==> src/rtl/ifu.sv <==
// rtl/ifu.sv - instruction fetch unit: one-at-a-time fetch, handshake to decode, sticky fault
//
// Purpose:
//   Issues one instruction fetch at a time to memory and holds the returned
//   word for decode. The next fetch address comes only from execute (dnpc).
//   This block never increments the PC itself. An access fault on a
//   response, or a misaligned dnpc, parks the unit in FAULT until rst.
//
// Ports:
//   clk, rst                      clock, synchronous active-high reset
//   mem_req_valid/ready/addr      fetch request channel to memory
//   mem_rsp_valid/data/err        fetch response channel from memory
//   inst, pc, inst_valid          registered instruction and its PC for decode
//   inst_ready                    decode consumes inst this cycle
//   dnpc, dnpc_valid              next PC from execute
//   fetch_fault                   sticky fault flag
module ifu #(
  parameter int                   ISA_WIDTH = 32,
  parameter logic [ISA_WIDTH-1:0] RESET_PC  = ISA_WIDTH'(32'h8000_0000)
) (
  input  logic                 clk,
  input  logic                 rst,
  output logic                 mem_req_valid,
  input  logic                 mem_req_ready,
  output logic [ISA_WIDTH-1:0] mem_req_addr,
  input  logic                 mem_rsp_valid,
  input  logic [ISA_WIDTH-1:0] mem_rsp_data,
  input  logic                 mem_rsp_err,
  output logic [ISA_WIDTH-1:0] inst,
  output logic [ISA_WIDTH-1:0] pc,
  output logic                 inst_valid,
  input  logic                 inst_ready,
  input  logic [ISA_WIDTH-1:0] dnpc,
  input  logic                 dnpc_valid,
  output logic                 fetch_fault
);

  typedef enum logic [2:0] {
    S_IDLE  = 3'd0,
    S_REQ   = 3'd1,
    S_WAIT  = 3'd2,
    S_HOLD  = 3'd3,
    S_NPC   = 3'd4,
    S_FAULT = 3'd5
  } state_e;

  state_e               state_q, state_d;
  logic [ISA_WIDTH-1:0] pc_q, pc_d;
  logic [ISA_WIDTH-1:0] inst_q, inst_d;
  logic                 req_valid_q, req_valid_d;
  logic                 inst_valid_q, inst_valid_d;
  logic                 fault_q, fault_d;

  // Misaligned targets are trapped here rather than fetched.
  logic dnpc_misaligned;
  assign dnpc_misaligned = (dnpc[1:0] != 2'b00);

  always_comb begin
    state_d = state_q;
    pc_d    = pc_q;
    inst_d  = inst_q;

    case (state_q)
      S_IDLE: state_d = S_REQ;

      // pc_q is not touched while in REQ, so the address stays stable
      // across back-pressure.
      S_REQ: begin
        if (mem_req_ready) state_d = S_WAIT;
      end

      S_WAIT: begin
        if (mem_rsp_valid) begin
          if (mem_rsp_err) begin
            state_d = S_FAULT;
          end else begin
            inst_d  = mem_rsp_data;
            state_d = S_HOLD;
          end
        end
      end

      // dnpc is only honoured together with the consuming handshake; a
      // dnpc presented while decode stalls is ignored.
      S_HOLD: begin
        if (inst_ready) begin
          if (dnpc_valid) begin
            pc_d    = dnpc;
            state_d = dnpc_misaligned ? S_FAULT : S_REQ;
          end else begin
            state_d = S_NPC;
          end
        end
      end

      S_NPC: begin
        if (dnpc_valid) begin
          pc_d    = dnpc;
          state_d = dnpc_misaligned ? S_FAULT : S_REQ;
        end
      end

      S_FAULT: state_d = S_FAULT;

      default: state_d = S_IDLE;
    endcase

    // Outputs are registered: they are decoded from the next state so that
    // they line up with the state they belong to.
    req_valid_d  = (state_d == S_REQ);
    inst_valid_d = (state_d == S_HOLD);
    fault_d      = (state_d == S_FAULT);
  end

  always_ff @(posedge clk) begin
    if (rst) begin
      state_q      <= S_IDLE;
      pc_q         <= RESET_PC;
      inst_q       <= '0;
      req_valid_q  <= 1'b0;
      inst_valid_q <= 1'b0;
      fault_q      <= 1'b0;
    end else begin
      state_q      <= state_d;
      pc_q         <= pc_d;
      inst_q       <= inst_d;
      req_valid_q  <= req_valid_d;
      inst_valid_q <= inst_valid_d;
      fault_q      <= fault_d;
    end
  end

  assign mem_req_valid = req_valid_q;
  assign mem_req_addr  = pc_q;
  assign pc            = pc_q;
  assign inst          = inst_q;
  assign inst_valid    = inst_valid_q;
  assign fetch_fault   = fault_q;

endmodule

==> config.mk <==
export PLATFORM = sky130hd
export DESIGN_NAME = ifu
export DESIGN_NICKNAME = d
export VERILOG_FILES = /design/src/rtl/ifu.sv
export SDC_FILE = /design/constraint.sdc
export NUM_CORES = 1
export LEC_CHECK = 0
export CAP_MARGIN = 20
export CORE_MARGIN = 4
export CORE_UTILIZATION = 37
export DETAILED_ROUTE_END_ITERATION = 7
export PLACE_DENSITY = 0.8
export SYNTH_ARGS = -nofsm -noshare
export SYNTH_HDL_FRONTEND = slang
export SYNTH_SLANG_ARGS = --single-unit
==> constraint.sdc <==
create_clock -name clk -period 1.45 [get_ports clk]
set_input_delay 0.2175 -clock clk [delete_from_list [all_inputs] [get_ports clk]]
set_output_delay 0.2175 -clock clk [all_outputs]
set_load 0.05 [all_outputs]
== Yosys cells after proc, flatten, opt, wreduce, memory -nomap -nowiden ==
Cells that the tools add are included.
Operators by class
  equality and inequality tests: 9
  multiplexer cells: 11
  bitwise gates (word level): 1
  reduce and logical (&&, ||, !) cells: 5
Operators with widths (count)
  two-way mux 32 bit: 2
  case mux 32 bit (2 select lines): 1
  two-way mux 3 bit: 7
  case mux 3 bit (6 select lines): 1
  equality test 3 x 2 -> 1 bit, second input constant: 3
  equality test 3 bit, second input constant: 3
  equality test 3 x 1 -> 1 bit, second input constant: 2
  nonzero test 2 bit: 2
  logical NOT 3 bit: 1
  AND reduction 3 bit: 1
  != test 2 bit, second input constant: 1
  AND reduction 2 bit: 1
  NOT 1 bit: 1
Storage, ports and cells
  flip-flop bits (word level): 70
  input port bits: 71

== Longest topological paths before layout ==
Gate-level depths: netlist (run 1).
  depth in word-level cells: 6
  depth in mapped cells: 7
  mapped depth without buffers: 4

== Worst setup path before layout (run 1) ==
No wires, ideal clock.
  kind: register to register
  start point: register state_q[2]
  end point: register inst_q[13] (netlist: inst[13])
  library setup time: 132 ps
  arrival: 1145 ps
  required time: 1318 ps
  path slack: 173 ps
  stages on the path, launching flop included: 7
  path buffers: 2
  period minus slack after synthesis: 1277 ps
  cell sequence: dfxtp_1 -> and2b_1 -> and3b_1 -> buf_4 -> buf_6 -> nand2_1 -> a21oi_1
Between the ends
  cells in the longest elaborated chain, start to end: 2
Ends and longest elaborated chain
  from (decl): RTL line 47  | state_e state_q, state_d;
  from (signal assigned): RTL line 124  | state_q <= state_d;
  equality test 3 x 2 -> 1 bit: RTL line 63  | case (state_q)
  AND reduction 3 bit (no source line)
  to (signal assigned): RTL line 126  | inst_q <= inst_d;
  to (decl): RTL line 49  | logic [ISA_WIDTH-1:0] inst_q, inst_d;
No other way between the ends.
A chain may end at the register's enable or synchronous reset.

== Final worst setup path (run 1) ==
  start point: register state_q[1]
  end point: register inst_q[26] (netlist: inst[26])
The elaborated chain is that of the path after synthesis.

==> out/results.ini, run 1 <==
[drt]
routed_via_density = 4.77
wl_per_cell_um = 15.1
dr.pass1.iters = 4
drc_errors = 0
drt_iter0_drc = 99
antenna_left = 0
vias = 2790
wirelength_um = 8850

[clocking]
numClockSinks = 70
tritoncts = done
clockBufferDepth = 2
numCtsBuffers = 9
htree_num_levels = 3
root_buffer = clkbuf_8
cts_hold_buffers = 0
post_cts_buffers = 0
clk_pin_slew_worst_paths_ns = 0.07
clock_latency_ns = 0.33

[synth]
yosysSeqAreaShare_pct = 50.5
synth_seq_cells = 70
synth_simple_gate_area_share_pct = 21.6
synth_compound_area_share_pct = 14.5
synth_fp_nets = 415
yosysUniqueCellTypes = 27
synth_top_family_by_area = simple AND/OR/NAND/NOR gates
synth-edff-count = 0
async_reset_ff_share_pct = 0
postSynthAreaPerCell_um2 = 8.07
yosys.area_share.adder_pct = 0
syn_area_um2 = 2780
muxShareOfSynthArea_pct = 0
syn_inst = 344
synthXorXnorAreaFrac_pct = 0
synthFlopType = dfxtp_1
yosys_warnings = 0

[setup_path]
crit_type = reg2reg
worstPathRequired_ns = 1.70
path_buf_inv = 1
cp-end-kind = register
cp_slowest_cell = dfxtp_2
cp_top_family = simple AND/OR/NAND/NOR gates
worstPathCellList = and2b_2, and3b_1, buf_12, nand2_1, a21oi_1
critical_path.max_stage_delay_ns = 0.41
start_kind = register
worstPathArrival_ns = 1.59
worstPathMaxFanout = 32

[finish]
syn2layout_area_growth_pct = 87.4
layout.cells.non_filler = 585
drive_gt1_share_pct = 27.4
final_nets = 552
stdcell_area_um2 = 5200
antenna_cells = 0
fin_util_pct = 71.4

[timing]
finalSetupViolCount = 0
slew_headroom_pct = 78.8
rsz0062_at_grt = false
setup_tns_ns = 0
timing.fmax_mhz = 743
worst_slew_pin_slew_ns = 0.318
slew_violations = 0
hold_viol = 0
hold-worst-slack_ns = 0.261
min_period_over_period_pct = 92.8
clock_skew_ns = 0.0102
fin_crit_ns = 1.35
fin_ws_ns = 0.105

[floorplan]
die_h_um = 94.6
start_util_pct = 38.1
core.rowCount = 31
ios = 170
die_w_um = 94.6
coreArea_um2 = 7290
die_area_um2 = 8950

[placed_design]
place_congestion = 0.844
dpl.hpwl_um = 7020
dp_slack_ns = -0.198
port_buffers = 169
place_area_um2 = 5010
dp_cells = 569

[global_route]
grt_pass1_vias = 2804
antenna_found_initial = 0
grt_max_degree = 43
grt_usage_pct = 19.4
gr-total-overflow = 0
grt_pass1_wl_um = 13600

[power]
p_leak_nw = 1.96
total_power_mw = 4.22
ir_drop_v = 0.000523
p_per_area_nw_per_um2 = 811

[run]
maxCapViolCount = 0

[worst_hold_path]
holdCritPathClass = in2reg

[run_status]
outcome = finished clean

-- cells by family (layout without fill, tap and decap cells) --
| logic type | Yosys count | in the layout |
|---|---|---|
| AND/OR/NAND/NOR | 146 | 146 |
| AO/OA/AOI/OAI | 74 | 74 |
| flip-flops | 70 | 70 |
| buffers and inverters | 54 | 196 |
-- sequential cells by signal, indices dropped and copies added, names as in the netlist --
signal,count
inst_valid,1
mem_req_addr,32
fetch_fault,1
state_q,3
mem_req_valid,1
inst,32
-- routing by layer --
layer  wire length, um  global-route usage [%]  vias to the layer above
met5                 0                       0                        -
met2              4620                    35.1                      136
met3               872                    6.29                       14
li1                  -                       -                     1353
met4               149                    8.65                        0
met1              3210                    20.4                     1287
-- Yosys cell counts (3+ instances only) --
master | instances | area, um^2
buf_4 | 35 | 263
a21oi_1 | 65 | 325
clkbuf_1 | 6 | 22.5
nand2_1 | 129 | 484
buf_2 | 7 | 35.0
buf_6 | 4 | 45.0
dfxtp_1 | 70 | 1400
nor2_1 | 5 | 18.8
and3b_1 | 3 | 26.3
nor3_1 | 3 | 15.0
-- tightest hold or removal path: stages --
cell,delay (ns)
buf_2,0.13
a21oi_1,0.07
nor2b_1,0.12
-- worst paths after layout --
kind                            slack [ns]  cells past startpoint                   from                    end
worst min register to register        0.46                      2  inst[28]$_SDFFE_PP0P_  inst[28]$_SDFFE_PP0P_
worst max-delay path                  0.10                      5  state_q[1]$_SDFF_PP0_  inst[26]$_SDFFE_PP0P_
worst min-delay path                  0.26                      3                    rst  state_q[1]$_SDFF_PP0_
worst max register to register        0.10                      5  state_q[1]$_SDFF_PP0_  inst[26]$_SDFFE_PP0P_
-- area by class of cell --
type,instances,area (um^2)
Timing Repair Buffer,179,2480
Fill cell,540,2090
Sequential cell,70,1410
Multi-Input combinational cell,220,1010
Clock buffer,12,135
Tap cell,99,124
Clock inverter,4,47.5
Inverter,1,3.75
-- where the power goes --
group / total, mW / switching (mW) / internal [mW]
logic: 0.721 / 0.341 / 0.381
clock network: 1.47 / 0.682 / 0.792
registers: 2.02 / 0.0575 / 1.97
-- cell usage in the layout (no fill, tap or decap) --
cell / synthesis / layout
clkbuf_1: 6 / 3
nor2b_2: 1 / 1
clkinv_2: 0 / 2
nor3_1: 3 / 3
nor2b_1: 1 / 1
o21ai_0: 1 / 1
clkinvlp_4: 0 / 1
nor3b_4: 0 / 1
nand3b_1: 1 / 1
buf_12: 0 / 77
o21ai_2: 1 / 1
a2bb2oi_1: 1 / 1
a31oi_1: 1 / 1
a311oi_2: 1 / 1
o21a_2: 1 / 1
a21oi_1: 65 / 65
dfxtp_1: 70 / 68
a21o_1: 1 / 1
o221a_2: 1 / 1
dfxtp_2: 0 / 1
nand2_1: 129 / 129
clkdlybuf4s50_1: 0 / 69
and3b_1: 3 / 3
clkbuf_8: 0 / 9
and4b_4: 1 / 1
bufinv_16: 0 / 1
dfxtp_4: 0 / 1
nor2_1: 5 / 5
and2b_2: 0 / 1
inv_1: 1 / 1
buf_4: 35 / 32
buf_2: 7 / 1
o21ai_1: 1 / 1
-- repair_timing --
item                                   CTS  global route
endpoints found under the hold margin    0             0
resized for setup                        1             4
setup endpoints to repair                3            46
(Power assumes the default switching activity.)
==> run 2: changes to the inputs <==
- RECOVER_POWER: unset -> 100
==> run 2 against run 1 <==
Worst setup slack better by 0.0068 ns. Critical path depth unchanged. Register-to-register slack is essentially flat. Sequential power about the same. Power is 3.1% lower. Flip-flop and latch count unchanged. Fmax increased by 0.51%. Clock skew is 0.0017 ns higher. Combinational power down 15%. Critical endpoint unchanged.
==> out/results.ini, run 2 (synthesis results as in run 1) <==
[global_route]
busiest_layer = met2  ; unchanged
grt_max_degree = 43  ; unchanged
grt_use_met2_pct = 35.1  ; unchanged
grt_pass1_wl_um = 13600  ; unchanged
met3_usage_pct = 6.29  ; unchanged
grt_usage_pct = 19.4  ; unchanged
grt_util_met1_pct = 20.4  ; unchanged
antenna_found_initial = 0  ; unchanged
grt_pass1_vias = 2804  ; unchanged
gr-total-overflow = 0  ; unchanged

[drt]
routed_via_density = 4.72  ; was 4.77
dr.pass1.iters = 4  ; unchanged
wirelength_um = 9120  ; was 8850 um
drc_errors = 0  ; unchanged
drt_iter0_drc = 98  ; was 99
wl_per_cell_um = 15.6  ; was 15.1 um
antenna_left = 0  ; unchanged
vias = 2762  ; was 2,790

[setup_path]
r2r_end = inst[26]$_SDFFE_PP0P_  ; unchanged
start_kind = register  ; unchanged
crit_type = reg2reg  ; unchanged
worstRegToRegCells = 5  ; unchanged
r2r_start = state_q[1]$_SDFF_PP0_  ; unchanged
worstPathRequired_ns = 1.70  ; about the same
worstPathMaxFanout = 32  ; unchanged
cp-end-kind = register  ; unchanged
r2r_setup_slack_ns = 0.11  ; was 0.10 ns
worstPathArrival_ns = 1.59  ; about the same

[finish]
final_common_cell = nand2_1  ; unchanged
final_nets = 552  ; unchanged
fillCellCount = 690  ; was 540
antenna_cells = 0  ; unchanged
final_cell_mix = nand2_1 (129), clkbuf_2 (97), clkdlybuf4s50_1 (69)  ; was nand2_1 (129), buf_12 (77), clkdlybuf4s50_1 (69)
layout.cells.non_filler = 585  ; unchanged
syn2layout_area_growth_pct = 46.6  ; was 87.4%
drive_gt1_share_pct = 27.0  ; was 27.4%

[timing]
timing.fmax_mhz = 747  ; was 743 MHz
slew_headroom_pct = 64.4  ; was 78.8%
finalSetupViolCount = 0  ; unchanged
fin_crit_ns = 1.34  ; was 1.35 ns
slew_violations = 0  ; unchanged
fin_ws_ns = 0.112  ; was 0.105 ns
worst_slew_pin_slew_ns = 0.533  ; was 0.318 ns
min_period_over_period_pct = 92.3  ; was 92.8%
clock_skew_ns = 0.0119  ; was 0.0102 ns
rsz0062_at_grt = false  ; unchanged
hold_viol = 0  ; unchanged

[clocking]
clock_latency_ns = 0.33  ; about the same
post_cts_buffers = 0  ; unchanged
root_buffer = clkbuf_8  ; unchanged
numCtsBuffers = 9  ; unchanged
clk_pin_slew_worst_paths_ns = 0.07  ; about the same
tritoncts = done  ; unchanged
clockBufferDepth = 2  ; unchanged
htree_num_levels = 3  ; unchanged
numClockSinks = 70  ; unchanged

[run_status]
outcome = finished clean  ; unchanged

[placed_design]
port_buffers = 169  ; unchanged
place_congestion = 0.844  ; unchanged
dp_cells = 569  ; unchanged
dpl.hpwl_um = 7020  ; unchanged
dp_slack_ns = -0.198  ; unchanged

[floorplan]
die_area_um2 = 8950  ; unchanged
start_util_pct = 38.1  ; unchanged
coreArea_um2 = 7290  ; unchanged
die_w_um = 94.6  ; unchanged
ios = 170  ; unchanged
core.rowCount = 31  ; unchanged
die_h_um = 94.6  ; unchanged

[run]
maxCapViolCount = 0  ; unchanged

[power]
total_power_mw = 4.09  ; was 4.22 mW
p_leak_nw = 1.71  ; was 1.96 nW
ir_drop_v = 0.000521  ; was 0.000523 V
p_per_area_nw_per_um2 = 1000  ; was 811 nW/um^2

[worst_hold_path]
holdCritPathClass = in2reg  ; unchanged
hp-start = rst  ; unchanged
min_path_cells = 3  ; unchanged
hold_end = state_q[1]$_SDFF_PP0_  ; unchanged

## run 2: cell count changes in the layout (fill, tap and decap cells not counted), sizes merged
cell,delta
dlymetal6s2s,+2
clkbuf,+98
buf,-100
## run 2: power by group
part / leakage, nW / internal, mW / total [mW] / switching, mW
clock: 0.0904 / 0.792 / 1.47 / 0.679
sequential: 0.566 / 1.97 / 2.01 / 0.0383
combinational: 1.06 / 0.271 / 0.613 / 0.341
total: 1.71 / 3.03 / 4.09 / 1.06
## run 2: cell type report
type,instances,area (um^2),share of cell area [%]
Clock inverter,4,47.5,1.17
Inverter,1,3.75,0.0922
Sequential cell,70,1410,34.6
Clock buffer,12,135,3.32
Timing Repair Buffer,179,1340,33.0
Multi-Input combinational cell,220,1010,24.8
Tap cell,99,124,3.04
## run 2: timing repair
item,CTS,global route
endpoints found under the hold margin,0,0
gates cloned,0,0
endpoints found under the setup margin,3,46
hold buffers,0,0
resized for setup,1,4
## run 2: layer usage
layer	part of all wire [%]	vias up
li1	-	1354
met5	0	-
met3	9.1	12
met2	50	140
met1	39	1256
met4	1.5	0
## run 2: through the flow
stage | hold WS [ns] | TNS (ns) | utilization, % | instance area (um^2)
after floorplan | 0.345 | 0 | - | 2780
after global placement | 0.442 | -5.14 | 68.7 | 5010
after detailed placement | 0.447 | -8.77 | 68.7 | 5010
after CTS | 0.249 | 0 | 71.2 | 5190
after global routing | 0.254 | 0 | 55.8 | 4070
final | 0.262 | 0 | 55.8 | 4070
## run 2: worst max path at each step
| stage | from | endpoint | cells after the start |
|---|---|---|---|
| floorplan | state_q[2]$_SDFF_PP0_ | inst[13]$_SDFFE_PP0P_ | 6 |
| global placement | mem_rsp_valid | mem_req_valid$_SDFF_PP0_ | 5 |
| detailed placement | mem_rsp_valid | inst[26]$_SDFFE_PP0P_ | 6 |
| CTS | state_q[1]$_SDFF_PP0_ | inst[26]$_SDFFE_PP0P_ | 5 |
| global route | state_q[1]$_SDFF_PP0_ | inst[26]$_SDFFE_PP0P_ | 5 |
| finish | state_q[1]$_SDFF_PP0_ | inst[26]$_SDFFE_PP0P_ | 5 |
## run 2: worst max-delay path, cell delays in order, from the launching register on
cell	delay, ns
dfxtp_2	0.41
and2b_2	0.22
and3b_1	0.22
buf_12	0.19
nand2_1	0.09
a21oi_1	0.13
